`config.mk`:
```
export PLATFORM = sky130hd
export DESIGN_NAME = serial_comp_16_flat
export DESIGN_NICKNAME = d
export VERILOG_FILES = /design/src/rtl/serial_comp_16_if.sv /design/src/rtl/serial_comp_16.sv /design/src/flat_wrapper.sv
export SDC_FILE = /design/constraint.sdc
export NUM_CORES = 1
export LEC_CHECK = 0
export BUFFER_PORTS_ARGS = -buffer_cell sky130_fd_sc_hd__buf_2
export CORE_ASPECT_RATIO = 1.4
export CORE_MARGIN = 1.5
export CORE_UTILIZATION = 55
export CTS_CLUSTER_SIZE = 28
export DETAILED_ROUTE_END_ITERATION = 8
export PLACE_DENSITY = 0.9
export SLEW_MARGIN = 0
export SYNTH_ARGS = -nofsm -noshare
export SYNTH_HDL_FRONTEND = slang
export SYNTH_SLANG_ARGS = --single-unit
```
`constraint.sdc`:
```
create_clock -name clk -period 2.7 [get_ports clk]
set_clock_uncertainty 0.15 [all_clocks]
set_input_delay 0.27 -clock clk [delete_from_list [all_inputs] [get_ports clk]]
set_output_delay 0.27 -clock clk [all_outputs]
set_load 0.02 [all_outputs]
```
`src/rtl/serial_comp_16_if.sv`:
```
// Handshake bundle for the bit-serial complement unit: operand channel (in_*, a, neg)
// and result channel (out_*, s, ovf), each with its own valid/ready pair.
// Ports: master = operand producer / result consumer, slave = the complement unit.
interface serial_comp_16_if #(
  parameter int WIDTH = 16
);
  logic             in_valid;
  logic             in_ready;
  logic [WIDTH-1:0] a;
  logic             neg;
  logic             out_valid;
  logic             out_ready;
  logic [WIDTH-1:0] s;
  logic             ovf;

  modport master (
    output in_valid, a, neg, out_ready,
    input  in_ready, out_valid, s, ovf
  );

  modport slave (
    input  in_valid, a, neg, out_ready,
    output in_ready, out_valid, s, ovf
  );
endinterface

```
`src/rtl/serial_comp_16.sv`:
```
// Purpose: bit-serial ones'/two's complement of a WIDTH-bit word, LSB first.
// Latency: out_valid rises WIDTH cycles after operand acceptance; initiation interval WIDTH+2.
// Backpressure: result held in DONE until out_ready; in_ready only high in IDLE, nothing queued.
// Ports: clk, rst (async, active-high); bus (slave): in_valid/in_ready/a/neg in,
//        out_valid/out_ready/s/ovf out (all outputs registered).
module serial_comp_16 #(
  parameter int WIDTH = 16
) (
  input  logic               clk,
  input  logic               rst,
  serial_comp_16_if.slave    bus
);

  localparam int CNT_W = $clog2(WIDTH + 1);

  typedef enum logic [1:0] {
    IDLE  = 2'd0,
    SHIFT = 2'd1,
    DONE  = 2'd2
  } state_t;

  state_t             state_q, state_d;
  logic [WIDTH-1:0]   sr_q, sr_d;
  logic [WIDTH-1:0]   res_q, res_d;
  logic [CNT_W-1:0]   cnt_q, cnt_d;
  logic               carry_q, carry_d;
  logic               mode_q, mode_d;
  logic               ovf_nxt_q, ovf_nxt_d;
  logic [WIDTH-1:0]   s_q, s_d;
  logic               ovf_q, ovf_d;
  logic               bit_r;

  // Only the most negative value overflows under negation.
  localparam logic [WIDTH-1:0] MOST_NEG = {1'b1, {(WIDTH-1){1'b0}}};

  always_comb begin
    state_d   = state_q;
    sr_d      = sr_q;
    res_d     = res_q;
    cnt_d     = cnt_q;
    carry_d   = carry_q;
    mode_d    = mode_q;
    ovf_nxt_d = ovf_nxt_q;
    s_d       = s_q;
    ovf_d     = ovf_q;
    bit_r     = 1'b0;

    case (state_q)
      IDLE: begin
        if (bus.in_valid) begin
          sr_d      = bus.a;
          carry_d   = bus.neg;
          mode_d    = bus.neg;
          ovf_nxt_d = bus.neg & (bus.a == MOST_NEG);
          cnt_d     = '0;
          state_d   = SHIFT;
        end
      end

      SHIFT: begin
        // Negation as ~a + 1: the +1 ripples through while inverted bits are 1.
        // Gating with the mode keeps the carry dead in ones' mode.
        bit_r   = ~sr_q[0] ^ carry_q;
        carry_d = mode_q & ~sr_q[0] & carry_q;
        sr_d    = {1'b0, sr_q[WIDTH-1:1]};
        res_d   = {bit_r, res_q[WIDTH-1:1]};
        cnt_d   = cnt_q + CNT_W'(1);
        if (cnt_q == CNT_W'(WIDTH - 1)) begin
          s_d     = res_d;
          ovf_d   = ovf_nxt_q;
          state_d = DONE;
        end
      end

      DONE: begin
        if (bus.out_ready) begin
          state_d = IDLE;
        end
      end

      default: state_d = IDLE;
    endcase
  end

  always_ff @(posedge clk or posedge rst) begin
    if (rst) begin
      state_q   <= IDLE;
      sr_q      <= '0;
      res_q     <= '0;
      cnt_q     <= '0;
      carry_q   <= 1'b0;
      mode_q    <= 1'b0;
      ovf_nxt_q <= 1'b0;
      s_q       <= '0;
      ovf_q     <= 1'b0;
    end else begin
      state_q   <= state_d;
      sr_q      <= sr_d;
      res_q     <= res_d;
      cnt_q     <= cnt_d;
      carry_q   <= carry_d;
      mode_q    <= mode_d;
      ovf_nxt_q <= ovf_nxt_d;
      s_q       <= s_d;
      ovf_q     <= ovf_d;
    end
  end

  assign bus.in_ready  = (state_q == IDLE);
  assign bus.out_valid = (state_q == DONE);
  assign bus.s         = s_q;
  assign bus.ovf       = ovf_q;

endmodule
```
`src/flat_wrapper.sv`:
```
// flat-port wrapper written by rule: the top's interface ports become plain ports
module serial_comp_16_flat 
#(
  parameter int WIDTH = 16
)
  (clk, rst, bus_in_valid, bus_a, bus_neg, bus_out_ready, bus_in_ready, bus_out_valid, bus_s, bus_ovf);
  serial_comp_16_if #(.WIDTH(WIDTH)) bus_i ();
  input  logic clk;
  input  logic rst;
  input wire logic [$bits(bus_i.in_valid)-1:0] bus_in_valid;
  input wire logic [$bits(bus_i.a)-1:0] bus_a;
  input wire logic [$bits(bus_i.neg)-1:0] bus_neg;
  input wire logic [$bits(bus_i.out_ready)-1:0] bus_out_ready;
  output wire logic [$bits(bus_i.in_ready)-1:0] bus_in_ready;
  output wire logic [$bits(bus_i.out_valid)-1:0] bus_out_valid;
  output wire logic [$bits(bus_i.s)-1:0] bus_s;
  output wire logic [$bits(bus_i.ovf)-1:0] bus_ovf;
  assign bus_i.in_valid = bus_in_valid;
  assign bus_i.a = bus_a;
  assign bus_i.neg = bus_neg;
  assign bus_i.out_ready = bus_out_ready;
  assign bus_in_ready = bus_i.in_ready;
  assign bus_out_valid = bus_i.out_valid;
  assign bus_s = bus_i.s;
  assign bus_ovf = bus_i.ovf;
  serial_comp_16 #(.WIDTH(WIDTH)) u_core (.clk(clk), .rst(rst), .bus(bus_i));
endmodule
```
======== Word level (Yosys, flattened, before mapping) ========
Index checks and enable logic that the tools add are counted.
word-level totals
  register bits ........................... 59
  input bits .............................. 21
  output and inout bits ................... 19
  word-level logic and storage cells ...... 38
cells by class
  add/subtract/negate cells ............... 1
  eq/ne operators ......................... 7
  muxes and demuxes ....................... 10
  bitwise operators ....................... 5
  reductions and logical operators ........ 6
operator list
  cell                    count
  $pmux W16 S2            1
  $eq A16 B16 Y1 const B  1
  $mux W16                1
  $pmux W5 S2             1
  $mux W2                 3
  $pmux W2 S3             1
  $reduce_and A2 Y1       3
  $add A5 B1 Y5 const B   1
  $eq A5 B4 Y1 const B    1
  $mux W5                 1
  $ne A2 B2 Y1 const B    2
  $and A1 B1 Y1           3
  $reduce_and A3 Y1       1
  $eq A2 B1 Y1 const B    1
  $eq A2 B2 Y1 const B    1
  $logic_not A2 Y1        1
  $ne A2 B1 Y1 const B    1
  $pmux W1 S2             1
  $reduce_bool A2 Y1      1
  $mux W1                 1
  $not A1 Y1              1
  $xor A1 B1 Y1           1

======== Longest topological paths before layout ========
Gate-level depths: netlist of run 1.
  depth in word-level cells ............... 4
  mapped depth ............................ 8
  mapped depth without buffers ............ 6

======== Worst setup path after synthesis of run 1 ========
Ideal clock, no wire load.
  kind .................................... register -> register
  start point ............................. register u_core.cnt_q[0]
  end point ............................... register u_core.s_q[1], in the netlist u_core.bus.s[1]
  data arrival time ....................... 1.605 ns
  slack ................................... 0.820 ns
  stages on the path, launching flop included .. 8
  period minus slack after synthesis ...... 1.880 ns
  cells stage by stage .................... dfrtp_1 > ha_1 > and3_1 > ha_1 > nand3b_1 > buf_6 > buf_12 > mux2_4
on the way
  word-level cells in the longest chain between the ends .. 2
RTL lines
  item                         RTL line               RTL
  start, declared              serial_comp_16.sv:25   logic [CNT_W-1:0] cnt_q, cnt_d;
  start signal, assigned       serial_comp_16.sv:100  cnt_q <= cnt_d;
  $eq A5 B4 Y1                 serial_comp_16.sv:68   if (cnt_q == CNT_W'(WIDTH - 1)) begin
  $reduce_and A2 Y1 (no line)  -
  end signal, assigned         serial_comp_16.sv:94   s_q <= '0;
  end signal, assigned         serial_comp_16.sv:104  s_q <= s_d;
  end, declared                serial_comp_16.sv:29   logic [WIDTH-1:0] s_q, s_d;
Every way passes these cells.
A chain may end at the register's enable or synchronous reset.

======== Final worst setup path of run 1 ========
  start point ............................. register u_core.cnt_q[0]
  end point ............................... register u_core.s_q[11], in the netlist u_core.bus.s[11]
The elaborated chain is that of the path after synthesis.

==> flow_metrics.py, run 1 <==
metrics = {
    "global_route": {
        "grt_first_pass_wirelength_mm": 7.51,
        "grt_overflow": 0,
        "antenna_found_initial": 0,
        "grt_max_degree": 59,
        "gr-usage-all-layers_pct": 20.6,
        "grt_pass1_vias": 1705,
    },
    "worst_hold_path": {
        "min_path_cells": 3,
        "hold_start": "bus_neg",
        "hold_class": "primary input to flop",
        "hold_end": "u_core.mode_q",
    },
    "critical_path": {
        "worstSetupStartpointType": "flop",
        "path_class": "flop to flop",
        "cp_max_fo": 19,
        "timing.rr.start": "u_core.cnt_q[0]",
        "rrSetupSlack_ns": 0.68,
        "arrival_ns": 2.09,
        "cp-end-kind": "flop",
        "ff2ff_path_depth": 6,
        "crit_required_ns": 2.77,
        "r2r-end": "u_core.bus.s[11]",
    },
    "floorplan": {
        "dieArea_sq_um": 4990,
        "core_area_sq_um": 4310,
        "die_h_microns": 83.0,
        "io-pin-count": 40,
        "start_util_pct": 58.3,
        "std_cell_rows": 28,
        "die_w_microns": 60.1,
    },
    "yosys": {
        "avgSynthCellArea_sq_um": 11.9,
        "synth_edf_count": 0,
        "synth_seq_cells": 58,
        "ys.flop_type": "dfrtp_1",
        "ys_seq_area_share_pct": 57.8,
        "syn_area_sq_um": 2510,
        "syn_inst": 211,
        "yosys_warnings": 0,
        "synthArstFlopShare_pct": 100,
        "synth.distinct_cells": 30,
        "synth_nets": 234,
    },
    "cts": {
        "cts_tree": "done",
        "clkLatencyLatePin_ns": 0.34,
        "cts_inserted_buffers": 9,
        "root_buffer": "clkbuf_8",
        "clock-sinks": 58,
        "cts_max_level": 3,
        "path_clk_slew_ns": 0.06,
        "clockBufferDepth": 2,
    },
    "cells_and_area": {
        "fillers": 329,
        "final-seq-area_sq_um": 1450,
        "antenna_cells": 0,
        "synthToLayoutAreaGrowth_pct": 17.1,
        "final_util_pct": 68.3,
        "fin_nets": 277,
        "drive_gt1_share_pct": 34.9,
        "multi_input_area_sq_um": 918,
    },
    "sta": {
        "maxSlewViolCount": 0,
        "rsz0062_at_grt": "no",
        "finalHoldViolations": 0,
        "fmax_mhz": 494,
        "setup_viol": 0,
        "post-route-period-util_pct": 75.0,
        "setup-tns-final_ns": 0,
        "tightest_slew_ns": 0.737,
        "slew_headroom_pct": 50.9,
        "period_minus_slack_ns": 2.02,
    },
    "detailed_routing": {
        "post_drt_wl_per_cell_microns": 13.9,
        "antenna_left": 0,
        "drtIter0Drc": 71,
        "via_count": 1709,
        "viasPerCell": 5.37,
        "first_pass_iters": 4,
        "drc": 0,
        "wl_mm": 4.43,
    },
    "power_and_ir_drop": {
        "power.density_nw_per_um2": 1140,
        "vdd_drop_max_mv": 0.578,
        "p_leak_uw": 0.00147,
    },
    "placed_design": {
        "io_buffers": 39,
        "place_congestion": 0.725,
        "dp.final_hpwl_mm": 2.94,
    },
    "flow_run": {
        "drv_cap": 0,
    },
    "status": {
        "status": "finished, final reports clean",
    },
}
state kept, by name, indices dropped and copies added, names as in the netlist:
| name | count |
|---|---|
| u_core.cnt_q | 5 |
| u_core.ovf_nxt_q | 1 |
| u_core.res_q | 15 |
| u_core.state_q | 2 |
| u_core.carry_q | 1 |
| u_core.sr_q | 16 |
| u_core.bus.s | 16 |
| u_core.bus.ovf | 1 |
| u_core.mode_q | 1 |
synthesized netlist by cell type, drive strengths merged (2+ instances only):
cell	count	area share (%)
a31oi	15	3.7
buf	13	5.0
dfrtp	58	58
ha	2	1.0
inv	5	0.75
mux2	30	14
nand2	38	5.7
nand3	6	1.2
nor2	16	2.4
nor3b	2	1.0
nor4	3	0.75
o21ai	10	2.0
xor2	2	0.70
cells by family after synthesis:
group           synth area share (%)
compound gates                  6.23
xor+xnor                       0.697
fa+ha+maj                      0.996
buf+inv                         5.78
flops                           57.8
mux                             14.9
simple gates                    13.6
layout make-up:
| type | instances | area share [%] |
|---|---|---|
| clock buffers | 13 | 5.40 |
| clock inverters | 2 | 2.04 |
| inverters | 5 | 0.638 |
| multi-input cells | 135 | 31.2 |
| flip-flops and latches | 58 | 49.3 |
| well taps | 60 | 2.55 |
| repair buffers | 45 | 8.84 |
cells in the final DEF, fill, tap and decap left out, types with 2 or more instances in the layout:
| cell type | n |
|---|---|
| buf_2 | 39 |
| inv_1 | 4 |
| buf_4 | 2 |
| ha_1 | 2 |
| bufinv_16 | 2 |
| clkbuf_1 | 2 |
| mux2_2 | 23 |
| nand2_1 | 38 |
| clkbuf_8 | 11 |
| nand3_1 | 6 |
| xor2_1 | 2 |
| nor2_1 | 16 |
| o21ai_0 | 4 |
| dlygate4sd3_1 | 3 |
| mux2_4 | 7 |
| dfrtp_1 | 58 |
| nor4_1 | 3 |
| a31oi_1 | 15 |
| o21ai_1 | 6 |
where the power goes:
part | internal, uW | leakage [uW] | total (uW) | switching (uW)
logic | 484 | 0.000635 | 1030 | 545
registers | 1230 | 0.000727 | 1460 | 231
clock network | 566 | 0.000110 | 882 | 316
total | 2280 | 0.00147 | 3370 | 1090
worst max path at each step:
| stage | startpoint | to | cells after the start |
|---|---|---|---|
| 2_1_floorplan | u_core.cnt_q[0] | u_core.bus.s[1] | 7 |
| 3_3_place_gp | u_core.cnt_q[0] | u_core.bus.s[0] | 6 |
| 3_5_place_dp | u_core.cnt_q[0] | u_core.bus.s[14] | 6 |
| 4_1_cts | u_core.cnt_q[0] | u_core.bus.s[11] | 6 |
| 5_1_grt | u_core.state_q[1] | u_core.sr_q[6] | 4 |
| 6_report | u_core.cnt_q[0] | u_core.bus.s[11] | 6 |
critical path, stage by stage, from the launching register on:
cell and delay [ns]:
dfrtp_1 0.41, ha_1 0.23, and3_1 0.18, ha_1 0.19, nand3b_1 0.08, buf_4 0.29
mux2_2 0.38
routing by layer:
| metal | GRT usage, % | wire length [microns] | part of all wire (%) |
|---|---|---|---|
| met1 | 22.9 | 1780 | 40 |
| met2 | 32.2 | 2330 | 53 |
| met3 | 8.57 | 216 | 4.9 |
| met4 | 11.5 | 105 | 2.4 |
| met5 | 0 | 0 | 0 |
stage by stage:
step	std cells	worst slack (ns)	hold slack [ns]	total power, uW	area, sq um
4_1_cts	318	0.673	0.0184	3400	2940
6_report	318	0.676	0.0384	3370	2940
3_5_place_dp	300	0.683	0.196	2500	2690
5_1_grt	318	0.564	0.0483	3600	2940
3_3_place_gp	300	0.740	0.192	2430	2690
2_1_floorplan	211	0.820	0.225	2280	2510
what timing repair did:
item,4_1_cts,5_1_grt
gates resized for setup,0,0
endpoints found under the hold margin,60,0
buffers inserted,0,0
hold buffers,3,0
(Power assumes the default switching activity.)
==> run 2: changes to the inputs <==
- clock period: 2.7 -> 1.96 ns (I/O delays scaled with it)
==> run 2 against run 1 <==
- register-to-register slack got worse by 0.65 ns
- highest routed layer unchanged
- critical path depth unchanged
- via count rose by 10%
- sequential share of layout area down 4.9 points
- setup slack got worse by 0.65 ns
- combinational power increased by 58%
- critical path type unchanged
- critical endpoint is now u_core.bus.s[13]
- worst hold slack better by 0.25 ns
- global-route usage rose by 4.0 points
- largest cell class unchanged
- cell count grew 8.5%
- clock power rose by 56%
- design area is 11% higher
==> flow_metrics.py, run 2 (synthesis results as in run 1) <==
metrics = {
    "floorplan": {
        "io-pin-count": 40,
        "die_h_microns": 83.0,
        "die_w_microns": 60.1,
        "start_util_pct": 58.3,
        "std_cell_rows": 28,
        "dieArea_sq_um": 4990,
        "core_area_sq_um": 4310,
    },
    "sta": {
        "tightest_slew_ns": 0.563,
        "slew_headroom_pct": 62.4,
        "period_minus_slack_ns": 1.93,
        "maxSlewViolCount": 0,
        "finalHoldViolations": 0,
        "fmax_mhz": 518,
        "post-route-period-util_pct": 98.5,
        "rsz0062_at_grt": "yes",
        "setup_viol": 0,
    },
    "critical_path": {
        "worstSetupStartpointType": "flop",
        "timing.rr.start": "u_core.cnt_q[0]",
        "cp_max_fo": 10,
        "ff2ff_path_depth": 6,
        "path_buf_inv": 1,
        "crit_required_ns": 2.03,
        "cpMostUsedCell": "ha_2",
        "cp-end-kind": "flop",
        "r2r-end": "u_core.bus.s[13]",
        "path_class": "flop to flop",
        "crit_family": "flip-flops",
        "cp_slowest_cell": "dfrtp_1",
        "rrSetupSlack_ns": 0.03,
        "arrival_ns": 2.00,
        "cp_cell_sequence": "ha_2 -> and3_4 -> ha_2 -> nand3b_1 -> buf_12 -> mux2_2",
        "max_stage_delay_ns": 0.41,
    },
    "global_route": {
        "antenna_found_initial": 0,
        "gr-usage-all-layers_pct": 24.6,
        "grt_max_degree": 29,
        "grt_first_pass_wirelength_mm": 9.07,
        "grt_pass1_vias": 1945,
        "grt_overflow": 0,
    },
    "cells_and_area": {
        "synthToLayoutAreaGrowth_pct": 30.2,
        "fin_nets": 303,
        "most-common-layout-cells": "dfrtp_1, buf_2, nand2_1, mux2_2, dlygate4sd3_1",
        "final_util_pct": 75.9,
        "fillers": 281,
        "antenna_cells": 0,
        "drive_gt1_share_pct": 37.2,
        "final_common_cell": "dfrtp_1",
    },
    "power_and_ir_drop": {
        "power.density_nw_per_um2": 1540,
        "p_leak_uw": 0.00163,
        "total_power_uw": 5030,
        "vdd_drop_max_mv": 0.817,
    },
    "cts": {
        "clkLatencyLatePin_ns": 0.34,
        "cts_max_level": 3,
        "cts_inserted_buffers": 9,
        "root_buffer": "clkbuf_8",
        "clockBufferDepth": 2,
        "clock-sinks": 58,
        "cts_tree": "done",
        "path_clk_slew_ns": 0.06,
    },
    "detailed_routing": {
        "wl_mm": 5.51,
        "post_drt_wl_per_cell_microns": 16.0,
        "drtIter0Drc": 51,
        "via_count": 1887,
        "antenna_left": 0,
        "drc": 0,
        "viasPerCell": 5.47,
        "first_pass_iters": 4,
    },
    "placed_design": {
        "dp.final_hpwl_mm": 3.35,
        "io_buffers": 39,
        "place_congestion": 0.718,
    },
    "worst_hold_path": {
        "hold_start": "bus_in_valid",
        "min_path_cells": 4,
        "hold_end": "u_core.mode_q",
        "hold_class": "primary input to flop",
    },
    "flow_run": {
        "drv_cap": 0,
    },
    "status": {
        "status": "finished, final reports clean",
    },
}
## run 2: how the worst max path moves through the flow
stage	start	endpoint	cells after the start
final	u_core.cnt_q[0]	u_core.bus.s[13]	6
after global routing	u_core.cnt_q[0]	u_core.bus.s[12]	6
after CTS	u_core.cnt_q[0]	u_core.bus.s[14]	6
after detailed placement	u_core.cnt_q[0]	u_core.bus.s[14]	6
after global placement	u_core.cnt_q[0]	u_core.bus.s[0]	6
after floorplan	u_core.cnt_q[0]	u_core.bus.s[1]	7
## run 2: power by group
| group | total, uW | switching (uW) | leakage, uW | internal (uW) |
|---|---|---|---|---|
| clock network | 1380 | 474 | 0.000129 | 909 |
| registers | 2010 | 321 | 0.000727 | 1690 |
| logic | 1630 | 835 | 0.000774 | 797 |
| total | 5030 | 1630 | 0.00163 | 3400 |
## run 2: routing by layer
layer | vias up | GRT usage, % | wire length [microns] | share of wire (%)
met1 | 933 | 29.0 | 2100 | 38
met3 | 21 | 8.41 | 265 | 4.8
met2 | 68 | 38.7 | 2950 | 54
li1 | 865 | - | - | -
met5 | - | 0 | 0 | 0
met4 | 0 | 12.7 | 187 | 3.4
## run 2: per-stage QoR
stage               setup WS, ns  std cells  setup TNS [ns]  hold WS (ns)  cell area (sq um)
global placement          0.0799        307               0         0.109               2770
floorplan                 0.0801        211               0         0.151               2510
detailed placement        0.0262        307               0         0.128               2770
global route             -0.0163        345         -0.0796         0.346               3270
finish                    0.0290        345               0         0.293               3270
CTS                      0.00335        342               0         0.279               3210
## run 2: repair_timing
| item | in CTS | in global routing |
|---|---|---|
| hold endpoints to repair | 46 | 0 |
| hold buffers | 19 | 0 |
| setup buffers | 0 | 2 |
| resized for setup | 0 | 6 |
| endpoints found under the setup margin | 0 | 14 |
## run 2: layout make-up
class | count | area, sq um | share of cell area (%)
inverter | 5 | 18.8 | 0.574
clock buffer | 11 | 151 | 4.63
multi-input combinational | 135 | 936 | 28.6
timing repair buffer | 71 | 538 | 16.4
tap | 60 | 75.1 | 2.30
clock inverter | 5 | 100 | 3.06
sequential | 58 | 1450 | 44.4
## run 2: worst min-delay path: stages
cell,delay (ns)
buf_2,0.11
or3b_1,0.30
nand2_1,0.08
nand2_1,0.06
==> run 3: changes to the inputs <==
- ABC_AREA: unset -> 1
- GPL_TIMING_DRIVEN: unset -> 0
- SKIP_CTS_REPAIR_TIMING: unset -> 1
==> run 3 against run 2 <==
- core utilization shrank 5.5 points
- power shrank 2.8%
- sequential power shrank 3%
- clock power shrank 18%
- highest routed layer unchanged
- critical path depth grew 2
- routed wire length shrank 7.3%
- critical endpoint is now u_core.bus.s[12]
- design area shrank 8.0%
- largest cell class unchanged
- cell count grew 17%
==> flow_metrics.py, run 3 <==
metrics = {
    "floorplan": {
        "std_cell_rows": 28,
        "core_area_sq_um": 4270,
        "io-pin-count": 40,
        "start_util_pct": 58.3,
        "die_w_microns": 59.9,
        "dieArea_sq_um": 4950,
        "die_h_microns": 82.7,
    },
    "yosys": {
        "synth_edf_count": 0,
        "synth_nets": 311,
        "ys_seq_area_share_pct": 58.2,
        "avgSynthCellArea_sq_um": 8.66,
        "yosys_warnings": 0,
        "yosysMostFrequentCell": "nand2_1",
        "syn_inst": 288,
        "ys.flop_type": "dfrtp_1",
        "synth.distinct_cells": 21,
        "synthTopCellsByCount": "nand2_1, dfrtp_1, o21ai_1",
        "syn_area_sq_um": 2490,
        "synth_seq_cells": 58,
        "netlist_top_cells_area": "dfrtp_1, nand2_1, o21ai_1, inv_1, o21ai_0",
        "post-synth-top-area-cell": "dfrtp_1",
        "synthArstFlopShare_pct": 100,
        "synth.top_cell.area_share_pct": 58.2,
    },
    "placed_design": {
        "pre_cts_ws_ns": 0.115,
        "dp.final_hpwl_mm": 3.47,
        "dp_cells": 388,
        "place_congestion": 0.812,
        "io_buffers": 39,
    },
    "detailed_routing": {
        "drtIter0Drc": 154,
        "antenna_left": 0,
        "viasPerCell": 5.18,
        "drc": 0,
        "via_count": 2098,
        "post_drt_wl_per_cell_microns": 12.6,
        "wl_mm": 5.10,
        "first_pass_iters": 4,
    },
    "cells_and_area": {
        "antenna_cells": 0,
        "fin_nets": 364,
        "final_common_cell": "nand2_1",
        "final_util_pct": 70.4,
        "drive_gt1_share_pct": 20.9,
        "final_cells": 405,
        "most-common-layout-cells": "nand2_1, dfrtp_1, buf_2, o21ai_1, inv_1",
        "synthToLayoutAreaGrowth_pct": 20.7,
    },
    "critical_path": {
        "path_buf_inv": 1,
        "r2r-end": "u_core.bus.s[12]",
        "cp_cell_sequence": "ha_1 -> nand2_1 -> nor2_1 -> ha_2 -> nand2_1 -> buf_2 -> nand2_1 -> o21ai_1",
        "timing.rr.start": "u_core.cnt_q[0]",
        "cpMostUsedCell": "nand2_1",
        "path_depth": 8,
        "cp_max_fo": 10,
        "worstSetupStartpointType": "flop",
        "startpoint": "u_core.cnt_q[0]",
        "max_stage_delay_ns": 0.41,
        "path_class": "flop to flop",
        "setup.worst_path.end": "u_core.bus.s[12]",
        "cp_slowest_cell": "dfrtp_1",
        "crit_family": "adder cells",
        "arrival_ns": 1.85,
        "cp-end-kind": "flop",
        "crit_required_ns": 2.03,
        "rrSetupSlack_ns": 0.18,
        "ff2ff_path_depth": 8,
    },
    "global_route": {
        "grt_pass1_vias": 1995,
        "grt_first_pass_wirelength_mm": 8.48,
        "grt_max_degree": 34,
        "antenna_found_initial": 0,
        "grt_overflow": 0,
        "gr-usage-all-layers_pct": 23.5,
    },
    "power_and_ir_drop": {
        "p_leak_uw": 0.00154,
        "vdd_drop_max_mv": 0.831,
        "power.density_nw_per_um2": 1620,
        "total_power_uw": 4890,
    },
    "cts": {
        "cts_inserted_buffers": 9,
        "root_buffer": "clkbuf_8",
        "clkLatencyLatePin_ns": 0.33,
        "path_clk_slew_ns": 0.06,
        "cts_tree": "done",
        "cts_max_level": 3,
        "clock-sinks": 58,
        "clockBufferDepth": 2,
    },
    "worst_hold_path": {
        "hold_class": "primary input to flop",
    },
    "sta": {
        "rsz0062_at_grt": "no",
        "maxSlewViolCount": 0,
        "setup_ws_ns": 0.181,
        "post-route-period-util_pct": 90.7,
        "tightest_slew_ns": 0.555,
        "finalHoldViolations": 0,
        "slew_headroom_pct": 62.9,
        "setup_viol": 0,
        "period_minus_slack_ns": 1.78,
        "fmax_mhz": 562,
        "whs_ns": 0.0160,
    },
    "status": {
        "status": "finished, final reports clean",
    },
    "flow_run": {
        "drv_cap": 0,
    },
}
==> run 3: worst register-to-register path: cells and delay by family, from the launching register on <==
family,cells,cell delay (ns)
adder cells (fa/ha/maj),2,0.43
buffers and inverters,1,0.20
AO/OA/AOI/OAI,1,0.06
AND/OR/NAND/NOR,4,0.41
flip-flops,1,0.41
==> run 3: worst min path at each step <==
stage	slack, ns	depth (start not counted)	start	endpoint
2_1_floorplan	0.14	1	bus_out_ready	u_core.state_q[1]
3_3_place_gp	0.23	2	bus_out_ready	u_core.state_q[1]
3_5_place_dp	0.13	2	rst	u_core.sr_q[5]
4_1_cts	-0.23	2	rst	u_core.res_q[15]
5_1_grt	0.03	3	bus_neg	u_core.mode_q
6_report	0.02	3	bus_a[15]	u_core.sr_q[15]
==> run 3: cell families (layout without fill, tap and decap cells) <==
group,count (synthesis),in the layout,share of synthesized area (%)
and+or+nand+nor,111,111,18.1
DFF,58,58,58.2
buffers and inverters,50,107,8.88
adders and majority gates,2,2,1.00
AOI/OAI and AO/OA,66,66,13.4
xor gates and xnor gates,1,1,0.351
==> run 3: area by class of cell <==
| cell class | instances | area, sq um |
|---|---|---|
| Buffer | 13 | 82.6 |
| Clock buffer | 13 | 169 |
| Clock inverter | 2 | 35.0 |
| Fill cell | 346 | 1260 |
| Inverter | 37 | 139 |
| Multi-Input combinational cell | 180 | 823 |
| Sequential cell | 58 | 1450 |
| Tap cell | 60 | 75.1 |
| Timing Repair Buffer | 42 | 235 |
==> run 3: metrics by stage <==
step | setup TNS, ns | cell area (sq um)
detailed placement | 0 | 2780
global placement | -25.51 | 2760
CTS | 0 | 2990
finish | 0 | 3010
global route | 0 | 3010
floorplan | 0 | 2490
==> run 3: power breakdown <==
part           total (uW)  leakage (uW)  internal, uW  switching (uW)
Sequential           1940      0.000747          1690             250
Clock                1130      0.000106           682             448
Combinational        1820      0.000688           648            1170
Total                4890       0.00154          3020            1870
==> run 3: per-layer routing <==
metal / track usage (%) / share of wire, % / vias to the layer above
met2: 39.1 / 51 / 83
met3: 4.83 / 6.2 / 16
met4: 15.1 / 2.2 / 0
met5: 0 / 0 / -
li1: - / - / 1018
met1: 26.8 / 40 / 981
